$ cat src/rtl/apb_pkg.sv
// Shared types and constants for the APB3 master/mux slice.
// Optional PREADY timeout is enabled by defining APB_TIMEOUT_EN.
package apb_pkg;

   typedef enum logic [1:0] {
      IDLE,
      SETUP,
      ACCESS,
      DERR
   } apb_state_e;

   localparam int APB_DW = 32;
   localparam int APB_AW = 32;

   localparam logic [APB_DW-1:0] DECODE_ERR_DATA = 32'h0;
   localparam logic [APB_DW-1:0] TIMEOUT_DATA    = 32'hDEAD_BEEF;

   function automatic int idx_width(input int n);
      return (n > 1) ? $clog2(n) : 1;
   endfunction

   // Timeout counter is kept between 8 and 16 bits wide
   function automatic int tmo_width(input int t);
      int w;
      w = $clog2(t + 1);
      if (w < 8) w = 8;
      if (w > 16) w = 16;
      return w;
   endfunction

endpackage

$ cat src/rtl/apb_addr_decoder.sv
// Combinational APB window decoder: slot index, one-hot select and hit flag.
// Fixed-size slots of 2**SLV_AW bytes starting at BASE_ADDR.
module apb_addr_decoder
   import apb_pkg::*;
#(
   parameter int                NUM_SLV   = 11,
   parameter logic [APB_AW-1:0] BASE_ADDR = 32'h1000_0000,
   parameter int                SLV_AW    = 12,
   parameter int                TIMEOUT   = 255
) (
   input  logic [APB_AW-1:0]             addr,
   output logic [NUM_SLV-1:0]            sel,
   output logic [idx_width(NUM_SLV)-1:0] idx,
   output logic                          hit
);

   localparam int IW = idx_width(NUM_SLV);

   logic [APB_AW-1:0] off;
   logic [APB_AW-1:0] slot;

   assign off  = addr - BASE_ADDR;
   assign slot = off >> SLV_AW;
   assign hit  = (addr >= BASE_ADDR) && (slot < APB_AW'(NUM_SLV));
   assign idx  = slot[IW-1:0];

   always_comb begin
      sel = '0;
      for (int i = 0; i < NUM_SLV; i++) begin
         sel[i] = hit && (slot == APB_AW'(i));
      end
   end

endmodule

$ cat src/rtl/apb_master_mux.sv
// Parametrised APB3 master with slave mux, decode-error response and
// optional PREADY timeout (define APB_TIMEOUT_EN).
module apb_master_mux
   import apb_pkg::*;
#(
   parameter int                NUM_SLV   = 11,
   parameter logic [APB_AW-1:0] BASE_ADDR = 32'h1000_0000,
   parameter int                SLV_AW    = 12,
   parameter int                TIMEOUT   = 255
) (
   input  logic                      PCLK,
   input  logic                      PRESET,
   input  logic                      transfer,
   input  logic                      write,
   input  logic [APB_AW-1:0]         addr,
   input  logic [APB_DW-1:0]         wdata,
   output logic                      ready,
   output logic [APB_DW-1:0]         rdata,
   output logic                      err,
   output logic [APB_AW-1:0]         PADDR,
   output logic [APB_DW-1:0]         PWDATA,
   output logic                      PWRITE,
   output logic                      PENABLE,
   output logic [NUM_SLV-1:0]        PSEL,
   input  logic [NUM_SLV*APB_DW-1:0] PRDATA,
   input  logic [NUM_SLV-1:0]        PREADY,
   input  logic [NUM_SLV-1:0]        PSLVERR
);

   localparam int IW = idx_width(NUM_SLV);

   apb_state_e state_q, state_d;

   logic [NUM_SLV-1:0] dec_sel, sel_q;
   logic [IW-1:0]      dec_idx, idx_q;
   logic               dec_hit;

   logic [APB_AW-1:0] paddr_q;
   logic [APB_DW-1:0] pwdata_q;
   logic              pwrite_q;

   logic              ready_q, err_q;
   logic [APB_DW-1:0] rdata_q;

   logic              latch, done, done_err;
   logic [APB_DW-1:0] done_data;

   logic [APB_DW-1:0] prdata_sel;
   logic              pready_sel, pslverr_sel;

   apb_addr_decoder #(
      .NUM_SLV  (NUM_SLV),
      .BASE_ADDR(BASE_ADDR),
      .SLV_AW   (SLV_AW),
      .TIMEOUT  (TIMEOUT)
   ) u_dec (
      .addr(addr),
      .sel (dec_sel),
      .idx (dec_idx),
      .hit (dec_hit)
   );

   always_comb begin
      prdata_sel  = '0;
      pready_sel  = 1'b0;
      pslverr_sel = 1'b0;
      for (int i = 0; i < NUM_SLV; i++) begin
         if (idx_q == IW'(i)) begin
            prdata_sel  = PRDATA[i*APB_DW +: APB_DW];
            pready_sel  = PREADY[i];
            pslverr_sel = PSLVERR[i];
         end
      end
   end

`ifdef APB_TIMEOUT_EN
   localparam int TW = tmo_width(TIMEOUT);

   logic [TW-1:0] tcnt_q;
   logic          tmo_hit;

   // Abort at the end of the TIMEOUT-th not-ready ACCESS cycle
   assign tmo_hit = (tcnt_q == TW'(TIMEOUT - 1));

   always_ff @(posedge PCLK or negedge PRESET) begin
      if (!PRESET) begin
         tcnt_q <= '0;
      end else if (state_q == SETUP) begin
         tcnt_q <= '0;
      end else if (state_q == ACCESS && !pready_sel) begin
         tcnt_q <= tcnt_q + TW'(1);
      end
   end
`endif

   always_comb begin
      state_d   = state_q;
      latch     = 1'b0;
      done      = 1'b0;
      done_err  = 1'b0;
      done_data = '0;
      unique case (state_q)
         IDLE: begin
            if (transfer) begin
               latch   = 1'b1;
               state_d = dec_hit ? SETUP : DERR;
            end
         end
         SETUP: state_d = ACCESS;
         ACCESS: begin
            if (pready_sel) begin
               state_d   = IDLE;
               done      = 1'b1;
               done_data = pwrite_q ? '0 : prdata_sel;
               done_err  = pslverr_sel;
            end
`ifdef APB_TIMEOUT_EN
            else if (tmo_hit) begin
               state_d   = IDLE;
               done      = 1'b1;
               done_data = TIMEOUT_DATA;
               done_err  = 1'b1;
            end
`endif
         end
         DERR: begin
            state_d   = IDLE;
            done      = 1'b1;
            done_data = DECODE_ERR_DATA;
            done_err  = 1'b1;
         end
         default: state_d = IDLE;
      endcase
   end

   always_ff @(posedge PCLK or negedge PRESET) begin
      if (!PRESET) begin
         state_q  <= IDLE;
         sel_q    <= '0;
         idx_q    <= '0;
         paddr_q  <= '0;
         pwdata_q <= '0;
         pwrite_q <= 1'b0;
         ready_q  <= 1'b0;
         rdata_q  <= '0;
         err_q    <= 1'b0;
      end else begin
         state_q <= state_d;
         ready_q <= done;
         rdata_q <= done_data;
         err_q   <= done_err;
         if (latch) begin
            sel_q    <= dec_sel;
            idx_q    <= dec_idx;
            paddr_q  <= addr;
            pwdata_q <= wdata;
            pwrite_q <= write;
         end
      end
   end

   assign PSEL    = (state_q == SETUP || state_q == ACCESS) ? sel_q : '0;
   assign PENABLE = (state_q == ACCESS);
   assign PADDR   = paddr_q;
   assign PWDATA  = pwdata_q;
   assign PWRITE  = pwrite_q;
   assign ready   = ready_q;
   assign rdata   = rdata_q;
   assign err     = err_q;

endmodule

$ cat config.mk
export PLATFORM = sky130hd
export DESIGN_NAME = apb_master_mux
export DESIGN_NICKNAME = d
export VERILOG_FILES = /design/src/rtl/apb_pkg.sv /design/src/rtl/apb_addr_decoder.sv /design/src/rtl/apb_master_mux.sv
export SDC_FILE = /design/constraint.sdc
export NUM_CORES = 1
export LEC_CHECK = 0
export CORE_AREA = 2 2 216 218
export CTS_BUF_LIST = sky130_fd_sc_hd__clkbuf_4 sky130_fd_sc_hd__clkbuf_8
export DETAILED_ROUTE_END_ITERATION = 10
export DIE_AREA = 0 0 218 220
export PLACE_DENSITY = 0.53
export SYNTH_ARGS = -nofsm -noshare
export SYNTH_HDL_FRONTEND = slang
export SYNTH_SLANG_ARGS = --single-unit
$ cat constraint.sdc
create_clock -name PCLK -period 2.06 [get_ports PCLK]
set_input_delay 0.412 -clock PCLK [delete_from_list [all_inputs] [get_ports PCLK]]
set_output_delay 0.412 -clock PCLK [all_outputs]
set_load 0.005 [all_outputs]
Yosys cells after proc, flatten, opt, wreduce, memory -nomap -nowiden
Cells that the tools add are included.
{"block": "totals", "register_bits": 116, "in_bits": 442, "out_inout_bits": 111, "wordCells": 101}
{"block": "op_classes", "addsub": 1, "order_cmp": 2, "n_eq_ne": 25, "mux": 47, "n_reduce_logical": 17}
{"op": "32-bit 2-to-1 mux", "n": 14}
{"op": "20-bit by 3-bit equality test with 1-bit output (second input constant)", "n": 4}
{"op": "20-bit by 4-bit equality test with 1-bit output (second input constant)", "n": 3}
{"op": "20-bit by 2-bit equality test with 1-bit output (second input constant)", "n": 2}
{"op": "32-bit by 29-bit greater-or-equal comparator with 1-bit output (second input constant)", "n": 1}
{"op": "32-bit logical NOT", "n": 1}
{"op": "32-bit by 29-bit subtractor with 32-bit output (second input constant)", "n": 1}
{"op": "1-bit 2-to-1 mux", "n": 26}
{"op": "20-bit by 1-bit equality test with 1-bit output (second input constant)", "n": 1}
{"op": "20-bit by 4-bit < comparator with 1-bit output (second input constant)", "n": 1}
{"op": "4-bit by 3-bit equality test with 1-bit output (second input constant)", "n": 4}
{"op": "4-bit equality test (second input constant)", "n": 3}
{"op": "1-bit logical AND", "n": 12}
{"op": "11-bit 2-to-1 mux", "n": 1}
{"op": "4-bit by 2-bit equality test with 1-bit output (second input constant)", "n": 2}
{"op": "2-bit one-hot mux with 4 select lines", "n": 1}
{"op": "2-bit 2-to-1 mux", "n": 3}
{"op": "2-bit equality test (second input constant)", "n": 2}
{"op": "4-bit by 1-bit equality test with 1-bit output (second input constant)", "n": 1}
{"op": "4-bit logical NOT", "n": 1}
{"op": "1-bit one-hot mux with 2 select lines", "n": 2}
{"op": "2-bit by 1-bit equality test with 1-bit output (second input constant)", "n": 1}
{"op": "2-bit logical NOT", "n": 1}
{"op": "2-bit by 1-bit != test with 1-bit output (second input constant)", "n": 1}
{"op": "3 further kinds", "n": 3}

Depth between registers and ports, before layout
{"block": "depth", "word_depth": 15, "depth_mapped": 10, "mapped_depth_nobuf": 6}

By module
From an unflattened synthesis, not the netlist that was laid out.
{"block": "hier_totals", "hier_cells": 803, "area_unflattened_um2": 8127.8}
{"module": "apb_master_mux", "n_inst": 1, "cells_each": 771, "area_per_inst_um2": 7863.8, "seq_area_each_um2": 2902.8}
{"module": "apb_addr_decoder", "n_inst": 1, "cells_each": 32, "area_per_inst_um2": 264.0, "seq_area_each_um2": 0.0}

Worst setup path after synthesis
Ideal clock, no wire load.
{"block": "synth_path", "path_kind": "reg2reg", "startpoint": "reg idx_q[2]", "endpoint": "reg state_q[0]", "setup_time_ps": 125, "arrival_ps": 1730, "t_required_ps": 1935, "path_slack_ps": 205, "stages_incl_launch_ff": 8, "path_buffers": 1, "period_less_slack_ps": 1855, "cell_sequence": "dfrtp_1 buf_6 or2_4 a21oi_1 a2bb2oi_1 o31ai_4 a2bb2oi_2 mux2_4"}
{"block": "synth_via", "elab_chain_cells": 14, "word_cells_on_any_way": 24, "cone_classes": "eq/ne (11); mux (11); reduce/logical (2)"}
{"element": "start: declaration", "line": "apb_master_mux.sv:35", "rtl": "logic [IW-1:0] dec_idx, idx_q;"}
{"element": "start signal: assignment", "line": "apb_master_mux.sv:154", "rtl": "idx_q <= dec_idx;"}
{"element": "4-bit logical NOT", "line": "apb_master_mux.sv:68", "rtl": "if (idx_q == IW'(i)) begin"}
{"element": "1-bit 2-to-1 mux (10 in series)", "line": "apb_master_mux.sv:68"}
{"element": "1-bit 2-to-1 mux *", "line": "apb_master_mux.sv:68"}
{"element": "2-bit by 1-bit != test with 1-bit output (no line) *"}
{"element": "2-bit AND reduction (no line) *"}
{"element": "end signal: assignment", "line": "apb_master_mux.sv:148", "rtl": "state_q <= state_d;"}
{"element": "end: declaration", "line": "apb_master_mux.sv:32", "rtl": "apb_state_e state_q, state_d;"}
Mark *: on every way between the ends. The rest lies on a longest branch, timed or not.
A chain may end at the register's enable or synchronous reset.

Final worst setup path
{"block": "layout_path", "startpoint": "reg idx_q[1]", "endpoint": "reg rdata_q[27], in the netlist rdata[27]"}
{"block": "layout_via", "elab_chain_cells": 15, "word_cells_on_any_way": 36, "cone_classes": "eq/ne (10); mux (25); reduce/logical (1)"}
{"element": "4-bit logical NOT", "line": "apb_master_mux.sv:68"}
{"element": "32-bit 2-to-1 mux (11 in series)", "line": "apb_master_mux.sv:68"}
{"element": "32-bit 2-to-1 mux", "line": "apb_master_mux.sv:114", "rtl": "done_data = pwrite_q ? '0 : prdata_sel;"}
{"element": "32-bit 2-to-1 mux *", "line": "apb_master_mux.sv:111", "rtl": "if (pready_sel) begin"}
{"element": "32-bit 2-to-1 mux *", "line": "apb_master_mux.sv:102", "rtl": "unique case (state_q)"}
{"element": "via done_data[27]", "line": "apb_master_mux.sv:46", "rtl": "logic [APB_DW-1:0] done_data;"}
{"element": "end signal: assignment", "line": "apb_master_mux.sv:150", "rtl": "rdata_q <= done_data;"}
{"element": "end: declaration", "line": "apb_master_mux.sv:43", "rtl": "logic [APB_DW-1:0] rdata_q;"}
The timed path passes the listed nets; every way through them passes the cells marked *.

==> flow_summary.json <==
{
  "status": "complete, no violations",
  "numCtsBuffers": 9,
  "endpoint_kind": "flop",
  "synth_cell_types": 59,
  "netlist_area_um2": 7327,
  "final_util_pct": 32.01,
  "clockRootBuffer": "clkbuf_8",
  "synthAdderAreaFrac_pct": 0.8538,
  "tightestPinTransition_ps": 522.2,
  "synthTopCellsByArea": "dfrtp_1 38%, mux4_2 11%, mux2_2 10%, a22oi_1 4.3%, nand2_1 4.1%",
  "synth_compound_area_share_pct": 20.10,
  "ff2ff_setup_slack_ps": 40,
  "start_util_pct": 15.98,
  "die-area_um2": 47960,
  "yosys.area.top_type": "dfrtp_1",
  "clkSlewWorstSetupHoldPaths_ps": 130,
  "setup_viol": 0,
  "syn-num-nets": 1173,
  "synth_edf_count": 0,
  "layout_common_cells": "536 x clkdlybuf4s50_1, 108 x dfrtp_1, 81 x buf_4",
  "initialDrtViolationCount": 469,
  "antenna_found_initial": 5,
  "vias": 8427,
  "synthCells": 726,
  "grt_max_degree": 66,
  "rows": 79,
  "antenna_left": 0,
  "r2r.worst_path.cells": 8,
  "core_um2": 45860,
  "pwr_density_cell_nw_per_um2": 1123,
  "grt_pass1_wl_mm": 57.65,
  "cts_max_level": 3,
  "routedWlPerCell_um": 21.51,
  "gp_congestion": 0.8179,
  "viasPerCell": 4.326,
  "p_total_mw": 16.49,
  "seq_area_frac_synth_pct": 38.25,
  "holdCritStartpoint": "sel_q[10]$_DFFE_PN0P_",
  "cp-start-kind": "flop",
  "ys.flop_type": "dfrtp_1",
  "layout_commonest_cell": "clkdlybuf4s50_1",
  "fill_cells": 4788,
  "die_w_um": 218,
  "power.ir.vdd_worst_uv": 550.8,
  "grt_pass1_vias": 8812,
  "routed_wl_mm": 41.89,
  "synth-async-reset-ratio_pct": 100.0,
  "crit_type": "flop to flop",
  "ys_warn_count": 0,
  "grt_usage_pct": 16.62,
  "max_clock_freq_ghz": 0.4944,
  "leakage_nw": 5.772,
  "clock_latency_ps": 460,
  "die-height_um": 220,
  "layout-drive-gt1-share_pct": 22.09,
  "areaGrowthSynthToFinish_pct": 100.4,
  "drc": 0,
  "ctsLongestPathBuffers": 2,
  "fin_nets": 1782,
  "r2r-start": "idx_q[1]$_DFFE_PN0P_",
  "cp_data_required_time_ps": 2420,
  "port_buffers": 552,
  "synth-xor-area-share_pct": 0,
  "synth_top_family_by_area": "multiplexers",
  "io_pins": 553,
  "cts_tree": "done",
  "yosysTopAreaCellShare_pct": 38.25,
  "cap_violations": 0,
  "critical_path_arrival_ps": 2380,
  "dp_hpwl_mm": 33.77,
  "cts_sinks": 112,
  "rsz0062_at_grt": "true",
  "synthMuxAreaShare_pct": 21.82,
  "layout_min_cycle_time_ps": 2022,
  "final-hold-violation-count": 0,
  "min_path_cells": 2,
  "slew_violations": 0,
  "synth_simple_gate_area_share_pct": 13.70,
  "firstDrtPassIters": 6,
  "synth.avg_cell_area_um2": 10.09,
  "post-route-period-util_pct": 98.18,
  "skew_ps": 21.18,
  "r2r-end": "rdata[27]$_DFF_PN0_",
  "synth_seq_cells": 112,
  "slew_headroom_pct": 65.19,
  "min_to": "sel_q[10]$_DFFE_PN0P_",
  "grt_overflow": 0,
  "hold_class": "flop to flop",
  "cp_max_fo": 6
}
-- sequential cells by signal, summed over array words and instances, names as in the netlist --
signal	cells
state_q	2
ready	1
PWDATA	32
PWRITE	1
PADDR	29
rdata	32
sel_q	11
idx_q	3
err	1
-- synth_stat cells (all sizes together), types with 3 or more instances --
cell / instances
clkbuf: 18
a211oi: 4
o2bb2ai: 4
inv: 10
nand3b: 4
nand3: 21
dfrtp: 112
o31a: 4
buf: 45
nor2: 39
a31oi: 8
and4b: 3
or2: 4
mux2: 69
nor2b: 4
ha: 5
nand2b: 10
o21ai: 78
and2: 11
a222oi: 11
nor4: 3
o22ai: 8
nand2: 80
nor3b: 4
a22oi: 43
or3: 4
nor3: 5
a21oi: 60
mux4: 35
mux2i: 3
-- metrics by stage --
step	hold WS (ps)	TNS [ps]	instances	setup slack (ps)	cell area, um2
floorplan	116.4	0	726	204.8	7327
global placement	418.5	-4760	1908	-332.1	14150
detailed placement	428.8	-6979	1908	-342.8	14150
CTS	470.0	-7.470	1941	-7.470	14540
global route	485.8	-45.39	1947	-33.59	14680
finish	496.2	0	1948	37.51	14680
-- layer usage --
| metal | track usage [%] | wire (um) |
|---|---|---|
| met2 | 29.47 | 20720 |
| met1 | 19.91 | 17330 |
| met4 | 3.946 | 607 |
| met3 | 4.444 | 3233 |
| met5 | 0 | 0 |
-- report_power, final --
part	leakage [nW]	total (mW)	switching [mW]	internal (mW)
registers	1.41	3.51	0.482	3.02
logic	4.26	11.4	5.15	6.26
clock network	0.105	1.57	0.952	0.621
-- timing repair --
action	CTS	global route
resized for setup	66	31
endpoints found under the hold margin	112	0
hold buffers	1	0
buffers inserted	17	6
pin swaps	8	8
setup endpoints to repair	40	41
-- cell families after synthesis --
| group | after synthesis |
|---|---|
| AOI/OAI and AO/OA | 231 |
| adders and majority gates | 5 |
| buffers and inverters | 73 |
| DFF | 112 |
| muxes | 107 |
| and+or+nand+nor | 198 |
-- layout make-up --
class	count	area [um2]	share of cell area (%)
antenna	1	2.502	0.01705
clock buffer	11	145.1	0.9887
clock inverter	5	62.56	0.4261
inverter	10	37.54	0.2557
multi-input combinational	541	4284	29.18
sequential	112	2815	19.18
tap	607	759.5	5.173
timing repair buffer	661	6574	44.78
-- critical path, cell delays in order, from the launching register on --
cell and delay (ps):
dfrtp_4 550, buf_8 150, buf_4 150, mux4_2 290, nor2b_1 140, a31oi_1 200, o221ai_1 150, a221oi_2 230
nor3_1 70
-- worst max-delay path by stage --
stage / from / end
2_1_floorplan: idx_q[2]$_DFFE_PN0P_ / state_q[0]$_DFFE_PN0P_
3_3_place_gp: addr[31] / sel_q[1]$_DFFE_PN0P_
3_5_place_dp: addr[31] / sel_q[2]$_DFFE_PN0P_
4_1_cts: idx_q[1]$_DFFE_PN0P_ / state_q[0]$_DFFE_PN0P_
5_1_grt: idx_q[1]$_DFFE_PN0P_ / rdata[27]$_DFF_PN0_
6_report: idx_q[1]$_DFFE_PN0P_ / rdata[27]$_DFF_PN0_
No activity file was read; power rests on OpenSTA's default activity.
